### src/rtl/mem_bus_arbiter.sv
// mem_bus_arbiter
// Arbitrates a single shared bus master port between the instruction fetch
// path and the MEM-stage data path. Data accesses win over fetches; each
// transaction is held on the bus until acknowledged or until MAX_WAIT bus
// cycles pass without an acknowledge, in which case it is aborted.
//
// Ports
//   clk, rst                 clock and asynchronous active-high reset
//   if_ce_i, if_addr_i       fetch request and address
//   if_data_o                registered fetched instruction
//   stallreq_if_o            fetch stall request (combinational)
//   d_ce_i, d_we_i, d_sel_i  data request, write enable, byte select
//   d_addr_i, d_data_i       data address and store data
//   d_data_o                 registered load data
//   stallreq_mem_o           data stall request (combinational)
//   stall_i, flush_i         pipeline stall vector and flush
//   bus_*_o                  registered bus master outputs
//   bus_data_i, bus_ack_i    slave read data and acknowledge
//   bus_err_o                one-cycle pulse on transaction timeout

module mem_bus_arbiter #(
    parameter int MAX_WAIT = 255
) (
    input  logic        clk,
    input  logic        rst,
    input  logic        if_ce_i,
    input  logic [31:0] if_addr_i,
    output logic [31:0] if_data_o,
    output logic        stallreq_if_o,
    input  logic        d_ce_i,
    input  logic        d_we_i,
    input  logic [3:0]  d_sel_i,
    input  logic [31:0] d_addr_i,
    input  logic [31:0] d_data_i,
    output logic [31:0] d_data_o,
    output logic        stallreq_mem_o,
    input  logic [5:0]  stall_i,
    input  logic        flush_i,
    output logic        bus_cyc_o,
    output logic        bus_stb_o,
    output logic        bus_we_o,
    output logic [3:0]  bus_sel_o,
    output logic [31:0] bus_addr_o,
    output logic [31:0] bus_data_o,
    input  logic [31:0] bus_data_i,
    input  logic        bus_ack_i,
    output logic        bus_err_o
);

    typedef enum logic [1:0] {
        IDLE    = 2'd0,
        IF_BUSY = 2'd1,
        D_BUSY  = 2'd2
    } state_e;

    localparam logic [7:0] MAX_WAIT_C = 8'(MAX_WAIT);

    state_e      state_q, state_d;
    logic        busCyc_q, busCyc_d;
    logic        busStb_q, busStb_d;
    logic        busWe_q, busWe_d;
    logic [3:0]  busSel_q, busSel_d;
    logic [31:0] busAddr_q, busAddr_d;
    logic [31:0] busData_q, busData_d;
    logic [31:0] ifData_q, ifData_d;
    logic [31:0] dData_q, dData_d;
    logic        ifValid_q, ifValid_d;
    logic        dValid_q, dValid_d;
    logic        discard_q, discard_d;
    logic        busErr_q, busErr_d;
    logic [7:0]  waitCnt_q, waitCnt_d;
    logic [7:0]  waitInc;
    logic        timeout;
    logic        unusedStall;

    // Only the IF/ID and MEM/WB hold bits matter to this block.
    assign unusedStall = ^{stall_i[5:4], stall_i[2], stall_i[0]};

    // Timeout fires on the edge that ends the MAX_WAIT-th unacknowledged
    // bus cycle, so cyc stays high for exactly MAX_WAIT cycles.
    assign waitInc = waitCnt_q + 8'd1;
    assign timeout = (waitInc == MAX_WAIT_C);

    // State and datapath registers; reset abandons any transaction.
    always_ff @(posedge clk or posedge rst) begin
        if (rst) begin
            state_q   <= IDLE;
            busCyc_q  <= 1'b0;
            busStb_q  <= 1'b0;
            busWe_q   <= 1'b0;
            busSel_q  <= 4'd0;
            busAddr_q <= 32'd0;
            busData_q <= 32'd0;
            ifData_q  <= 32'd0;
            dData_q   <= 32'd0;
            ifValid_q <= 1'b0;
            dValid_q  <= 1'b0;
            discard_q <= 1'b0;
            busErr_q  <= 1'b0;
            waitCnt_q <= 8'd0;
        end else begin
            state_q   <= state_d;
            busCyc_q  <= busCyc_d;
            busStb_q  <= busStb_d;
            busWe_q   <= busWe_d;
            busSel_q  <= busSel_d;
            busAddr_q <= busAddr_d;
            busData_q <= busData_d;
            ifData_q  <= ifData_d;
            dData_q   <= dData_d;
            ifValid_q <= ifValid_d;
            dValid_q  <= dValid_d;
            discard_q <= discard_d;
            busErr_q  <= busErr_d;
            waitCnt_q <= waitCnt_d;
        end
    end

    // Next-state logic. Valid flags drop once the consuming pipeline
    // register advances; a result only goes back to IDLE with the bus
    // released, which guarantees one idle bus cycle between transactions.
    always_comb begin
        state_d   = state_q;
        busCyc_d  = busCyc_q;
        busStb_d  = busStb_q;
        busWe_d   = busWe_q;
        busSel_d  = busSel_q;
        busAddr_d = busAddr_q;
        busData_d = busData_q;
        ifData_d  = ifData_q;
        dData_d   = dData_q;
        ifValid_d = ifValid_q & stall_i[1];
        dValid_d  = dValid_q & stall_i[3];
        discard_d = discard_q;
        busErr_d  = 1'b0;
        waitCnt_d = waitCnt_q;

        case (state_q)
            IDLE: begin
                if (d_ce_i && !dValid_q) begin
                    state_d   = D_BUSY;
                    busCyc_d  = 1'b1;
                    busStb_d  = 1'b1;
                    busWe_d   = d_we_i;
                    busSel_d  = d_sel_i;
                    busAddr_d = d_addr_i;
                    busData_d = d_data_i;
                    waitCnt_d = 8'd0;
                end else if (if_ce_i && !ifValid_q) begin
                    state_d   = IF_BUSY;
                    busCyc_d  = 1'b1;
                    busStb_d  = 1'b1;
                    busWe_d   = 1'b0;
                    busSel_d  = 4'b1111;
                    busAddr_d = if_addr_i;
                    busData_d = 32'd0;
                    waitCnt_d = 8'd0;
                    discard_d = 1'b0;
                end
            end
            IF_BUSY: begin
                // A flush while the fetch is on the bus lets it finish but
                // marks the result as stale.
                if (bus_ack_i || timeout) begin
                    state_d   = IDLE;
                    busCyc_d  = 1'b0;
                    busStb_d  = 1'b0;
                    busErr_d  = ~bus_ack_i;
                    discard_d = 1'b0;
                    if (!(discard_q || flush_i)) begin
                        ifData_d  = bus_ack_i ? bus_data_i : 32'd0;
                        ifValid_d = 1'b1;
                    end
                end else begin
                    waitCnt_d = waitInc;
                    if (flush_i) begin
                        discard_d = 1'b1;
                    end
                end
            end
            D_BUSY: begin
                if (bus_ack_i || timeout) begin
                    state_d  = IDLE;
                    busCyc_d = 1'b0;
                    busStb_d = 1'b0;
                    busErr_d = ~bus_ack_i;
                    dData_d  = (bus_ack_i && !busWe_q) ? bus_data_i : 32'd0;
                    dValid_d = 1'b1;
                end else begin
                    waitCnt_d = waitInc;
                end
            end
            default: begin
                state_d  = IDLE;
                busCyc_d = 1'b0;
                busStb_d = 1'b0;
            end
        endcase

        if (flush_i) begin
            ifValid_d = 1'b0;
        end
    end

    assign stallreq_if_o  = ~rst & if_ce_i & ~ifValid_q;
    assign stallreq_mem_o = ~rst & d_ce_i & ~dValid_q;

    assign if_data_o  = ifData_q;
    assign d_data_o   = dData_q;
    assign bus_cyc_o  = busCyc_q;
    assign bus_stb_o  = busStb_q;
    assign bus_we_o   = busWe_q;
    assign bus_sel_o  = busSel_q;
    assign bus_addr_o = busAddr_q;
    assign bus_data_o = busData_q;
    assign bus_err_o  = busErr_q;

endmodule

### config.mk
export PLATFORM = sky130hd
export DESIGN_NAME = mem_bus_arbiter
export DESIGN_NICKNAME = d
export VERILOG_FILES = /design/src/rtl/mem_bus_arbiter.sv
export SDC_FILE = /design/constraint.sdc
export NUM_CORES = 1
export LEC_CHECK = 0
export BUFFER_PORTS_ARGS = -buffer_cell sky130_fd_sc_hd__clkbuf_2
export CAP_MARGIN = 20
export CORE_UTILIZATION = 45
export CTS_BUF_LIST = sky130_fd_sc_hd__clkbuf_8
export DETAILED_ROUTE_END_ITERATION = 8
export PLACE_DENSITY = 0.78
export SYNTH_ARGS = -nofsm -noshare
export SYNTH_HDL_FRONTEND = slang
export SYNTH_SLANG_ARGS = --single-unit
### constraint.sdc
create_clock -name clk -period 4.83 [get_ports clk]
set_input_delay 0.2415 -clock clk [delete_from_list [all_inputs] [get_ports clk]]
set_output_delay 0.2415 -clock clk [all_outputs]
set_load 0.01 [all_outputs]
### Word level (Yosys, flattened, before mapping)

Index checks and enable logic that the tools add are counted.

* bitwise gates (word level): 11
* add/subtract/negate cells: 1
* reductions and logical operators: 19
* equal/unequal tests: 9
* muxes and demuxes: 34

Operators with widths (number)
* $mux 32: 6
* $mux 8: 3
* $mux 1: 16
* $pmux 8 s2: 1
* $add 8x1->8 const B: 1
* $eq 8x8->1 const B: 1
* $mux 4: 2
* $and 1x1->1: 6
* $mux 2: 3
* $ne 2x2->1 const B: 3
* $ne 3x3->1 const B: 2
* $reduce_and 2->1: 3
* $reduce_and 3->1: 2
* $reduce_bool 2->1: 3
* $not 1->1: 5
* $pmux 1 s2: 2
* $pmux 2 s2: 1
* $reduce_and 4->1: 1
* $logic_and 1x1->1: 3
* $logic_not 1->1: 3
* $eq 2x1->1 const B: 1
* $eq 2x2->1 const B: 1
* $logic_not 2->1: 1
* $logic_or 1x1->1: 2
* 2 further kinds: 2

* bits in registers: 148
* logic and storage cells: 87
* output and inout bits: 138
* input bits: 145

### Depth between registers and ports, before layout

* depth after elaboration: 6
* gate-level depth with buffers: 9

### Worst setup path before layout

Ideal clock, no wire load.

* kind: reg2reg
* start: reg waitCnt_q[1]
* end: reg dData_q[0], in the netlist d_data_o[0]
* clock period less this slack: 2.120 ns
* path slack: 2.710 ns
* library setup time: 0.121 ns
* data required time: 4.709 ns
* stages on the path, launching flop included: 9
* arrival: 1.999 ns
* cell sequence: dfrtp_1 > ha_1 > inv_1 > nor3b_1 > o221ai_4 > o21bai_4 > nand2_1 > buf_2 > a22o_1

* cells in the longest elaborated chain, start to end: 4

Ends and longest elaborated chain
* from (decl): line 71 `logic [7:0] waitCnt_q, waitCnt_d;`
* from (signal assigned): line 115 `waitCnt_q <= waitCnt_d;`
* $add 8x1->8: line 81 `assign waitInc = waitCnt_q + 8'd1;`
* $eq 8x8->1: line 82 `assign timeout = (waitInc == MAX_WAIT_C);`
* $logic_or 1x1->1: line 182 `if (bus_ack_i || timeout) begin`
* $reduce_and 2->1 (no source line)
* to (signal assigned): line 110 `dData_q <= dData_d;`
* to (decl): line 66 `logic [31:0] dData_q, dData_d;`

No other way between the ends.
A chain may end at the register's enable or synchronous reset.

### Final worst setup path

* start: reg waitCnt_q[1]
* end: reg ifValid_q

* cells in the longest elaborated chain, start to end: 6

Ends and longest elaborated chain
* $add 8x1->8: line 81
* $eq 8x8->1: line 82
* $logic_or 1x1->1: line 164 `if (bus_ack_i || timeout) begin`
* $mux 1: line 164
* $mux 1: line 138 `case (state_q)`
* $mux 1: line 200 `if (flush_i) begin`
* net ifValid_d: line 67 `logic ifValid_q, ifValid_d;`
* to (signal assigned): line 111 `ifValid_q <= ifValid_d;`
* to (decl): line 67

The timed path passes the listed nets, and every way through them passes these cells.

==> results.cfg <==
[finish]
final_util_pct = 64.8
most-common-layout-cells = 278 x sky130_fd_sc_hd__clkbuf_2, 148 x sky130_fd_sc_hd__dfrtp_1, 99 x sky130_fd_sc_hd__a22o_1, 81 x sky130_fd_sc_hd__nand2_1, 45 x sky130_fd_sc_hd__dlygate4sd3_1
count_of_filler_cells_inserted_in_the_layout = 1015
layout-drive-gt1-share_pct = 38.4
multiInputGateArea_um2 = 2160
p_r_area_growth_vs_syn_pct = 40.6
final_common_cell = sky130_fd_sc_hd__clkbuf_2
antenna_cells = 0
design.final.nets = 992
area_taken_by_flip_flops_and_latches_um2 = 3700

[critical_path]
crit_required_ns = 5.21
critical_path.max_stage_delay_ns = 0.64
worstPathMaxFanout = 33
cp_slowest_cell = sky130_fd_sc_hd__nand3_2
timing.rr.end = ifValid_q
critPathArrivalTime_ns = 3.76
critical_path.startpoint_type = flip-flop
cp_cell_sequence = ha_1 -> inv_1 -> nor3b_1 -> o221ai_4 -> o21bai_4 -> nand3_2 -> a21oi_1 -> dlygate4sd3_1
worstSetupPathType = flip-flop to flip-flop
timing.critical_path.to_type = flip-flop
crit_reg_reg_startpoint = waitCnt_q[1]
worst_case_reg_to_reg_path_depth = 8
r2r_setup_slack_ns = 1.45

[floorplan]
floorplan.initialDensity_pct = 46.1
top_level_ports = 283
floorplan.die_area_um2 = 14000
die_width_um = 118
die_h_um = 118
core_region_area_um2 = 13200
rows = 42

[synthesis]
synth_area_per_cell_um2 = 11.3
synth_sequential_area_ratio_pct = 60.9
synth_enable_flop_cells = 0
synthesis.instances = 536
asyncSetResetFlopFracSynth_pct = 100
synth_largest_area_cell = sky130_fd_sc_hd__dfrtp_1
ys_seq_elements = 148
postSynthNetCount = 686
synth_area_um2 = 6080
netlist-cell-type-count = 44
post_synth_main_area_contributors = sky130_fd_sc_hd__dfrtp_1 61%, sky130_fd_sc_hd__a22o_1 14%, sky130_fd_sc_hd__nand2_1 5.0%
synth-main-ff-cell = sky130_fd_sc_hd__dfrtp_1
yosys_warnings = 0
yosys.area.top_type_share_pct = 60.9

[clock_network]
tritoncts = built
cts_clk_pin_slew_worst_paths_ns = 0.08
cts.root.buffer_cell = sky130_fd_sc_hd__clkbuf_8
clock_tree.htree_level_count = 4
clk_latency_ns = 0.45
total_clock_buffers_created_by_cts = 17
clk_path_buf_depth = 2
clock_sink_count = 148
post-cts-setup-buffers = 0

[sta]
max-slew-margin-rel_pct = 37.0
hold_slack_ns = 0.0219
report.final.hold_viol_count = 0
fmaxAchievable_mhz = 296
timing.clock.skew_ns = 0.0116
final-max-slew-violation-count = 0
fin_setup_tns_ns = 0
rsz0062_at_grt = no
setup-violations-final = 0
worst_slew_pin_slew_ns = 0.946
finalCritPeriodShare_pct = 69.9
final_period_minus_worst_setup_slack_ns = 3.38

[global_route]
maximum_number_of_pins_on_one_net_before_global_route_repair = 108
global_route.overflow_total = 0
globalRouteMet2Util_pct = 45.4
gr-usage-met1_pct = 31.7
grt_antenna_before_repair = 0
top_usage_layer = met2
first_global_vias = 5809
met3_usage_pct = 5.89
global_route.usage.total_pct = 26.7
grt_pass1_wl_mm = 29.2

[routing]
routed_via_density = 5.47
drt_iter0_markers = 363
vias = 5639
remaining_drc_errors = 0
firstDrtPassIters = 5
route.antenna.remaining_nets = 0
drt-wirelength-per-cell_um = 17.5
postRouteWirelength_mm = 18.1

[hold_path]
hold_path_class = input pin to async pin

[placement]
place.gp.congestion = 0.946
io_buffer_count = 278
dp_hpwl_mm = 12.0

[pwr]
irDropWorstVdd_mv = 0.328
p_leak_nw = 4.45
finalPower_mw = 5.47
power-per-cell-area_nw_per_um2 = 640

[run]
drv.max_cap_violation_count = 0

[status]
run_status = completed
==> registers in the layout (all words and copies together) (netlist names) <==
register and count:
bus_stb_o 1, bus_data_o 32, waitCnt_q 8, if_data_o 32
bus_we_o 1, state_q 2, bus_addr_o 32, bus_sel_o 4
d_data_o 32, discard_q 1, bus_err_o 1, dValid_q 1
ifValid_q 1
==> report_power, final <==
| part | total (mW) | internal (mW) | switching (mW) |
|---|---|---|---|
| logic | 2.22 | 1.01 | 1.21 |
| clock network | 1.03 | 0.575 | 0.457 |
| registers | 2.22 | 1.82 | 0.395 |
==> how the worst max path moves through the flow <==
stage,start,to,slack [ns],cells after the start
2_1_floorplan,rst,bus_addr_o[0],0.61,1
3_3_place_gp,waitCnt_q[0],d_data_o[16],1.86,7
3_5_place_dp,waitCnt_q[0],if_data_o[28],1.95,7
4_1_cts,waitCnt_q[0],ifValid_q,1.55,8
5_1_grt,waitCnt_q[1],ifValid_q,1.30,8
6_report,waitCnt_q[1],ifValid_q,1.45,8
==> synth_stat cells, types with 2 or more instances <==
cell / count
sky130_fd_sc_hd__nor2_1: 37
sky130_fd_sc_hd__nand2b_1: 4
sky130_fd_sc_hd__nand2_1: 81
sky130_fd_sc_hd__and2_1: 2
sky130_fd_sc_hd__ha_1: 5
sky130_fd_sc_hd__nand3_2: 2
sky130_fd_sc_hd__clkbuf_1: 31
sky130_fd_sc_hd__a21o_1: 2
sky130_fd_sc_hd__dfrtp_1: 148
sky130_fd_sc_hd__nor4_1: 3
sky130_fd_sc_hd__a31oi_1: 33
sky130_fd_sc_hd__inv_1: 10
sky130_fd_sc_hd__and3_1: 2
sky130_fd_sc_hd__o22a_1: 4
sky130_fd_sc_hd__or4_1: 3
sky130_fd_sc_hd__nor3_1: 3
sky130_fd_sc_hd__a21oi_1: 8
sky130_fd_sc_hd__nand3_1: 10
sky130_fd_sc_hd__buf_4: 3
sky130_fd_sc_hd__nand4_1: 2
sky130_fd_sc_hd__o211ai_1: 8
sky130_fd_sc_hd__and3b_1: 2
sky130_fd_sc_hd__buf_2: 11
sky130_fd_sc_hd__a22o_1: 99
sky130_fd_sc_hd__o21ai_0: 4
==> routing by layer <==
layer | part of all wire [%] | vias to the layer above
met5 | 0 | -
met4 | 3.4 | 0
met3 | 5.7 | 56
met2 | 51 | 239
met1 | 39 | 2774
li1 | - | 2570
==> critical path, delay by kind of cell (launching register included) <==
family          cells  cell delay, ns
compound gates      3            0.85
fa+ha+maj           1            0.27
buf+inv             2            0.69
flops               1            0.52
simple gates        2            0.99
==> layout make-up <==
cell class	count	area share [%]
flip-flops and latches	148	43.3
multi-input cells	332	25.2
repair buffers	332	23.3
clock buffers	22	3.54
well taps	176	2.58
clock inverters	10	1.52
inverters	11	0.541
==> kinds of logic after synthesis <==
kind of cell / Yosys count / share of synthesized area (%)
flip-flops: 148 / 60.9
adder cells (fa/ha/maj): 5 / 1.03
AND/OR/NAND/NOR: 157 / 11.4
AO/OA/AOI/OAI: 170 / 22.7
buffers and inverters: 56 / 3.87
==> repair_timing <==
action,in CTS,in global routing
hold endpoints to repair,39,2
gates resized for setup,0,0
hold buffers,43,2
==> metrics by stage <==
stage,std cells,instance area [µm²],setup slack [ns]
after global placement,950,7560,1.86
final,1031,8550,1.45
after CTS,1028,8500,1.55
after floorplan,536,6080,0.609
after detailed placement,953,7640,1.95
after global routing,1031,8550,1.30
Note: power is estimated with default switching activity, not from simulation.
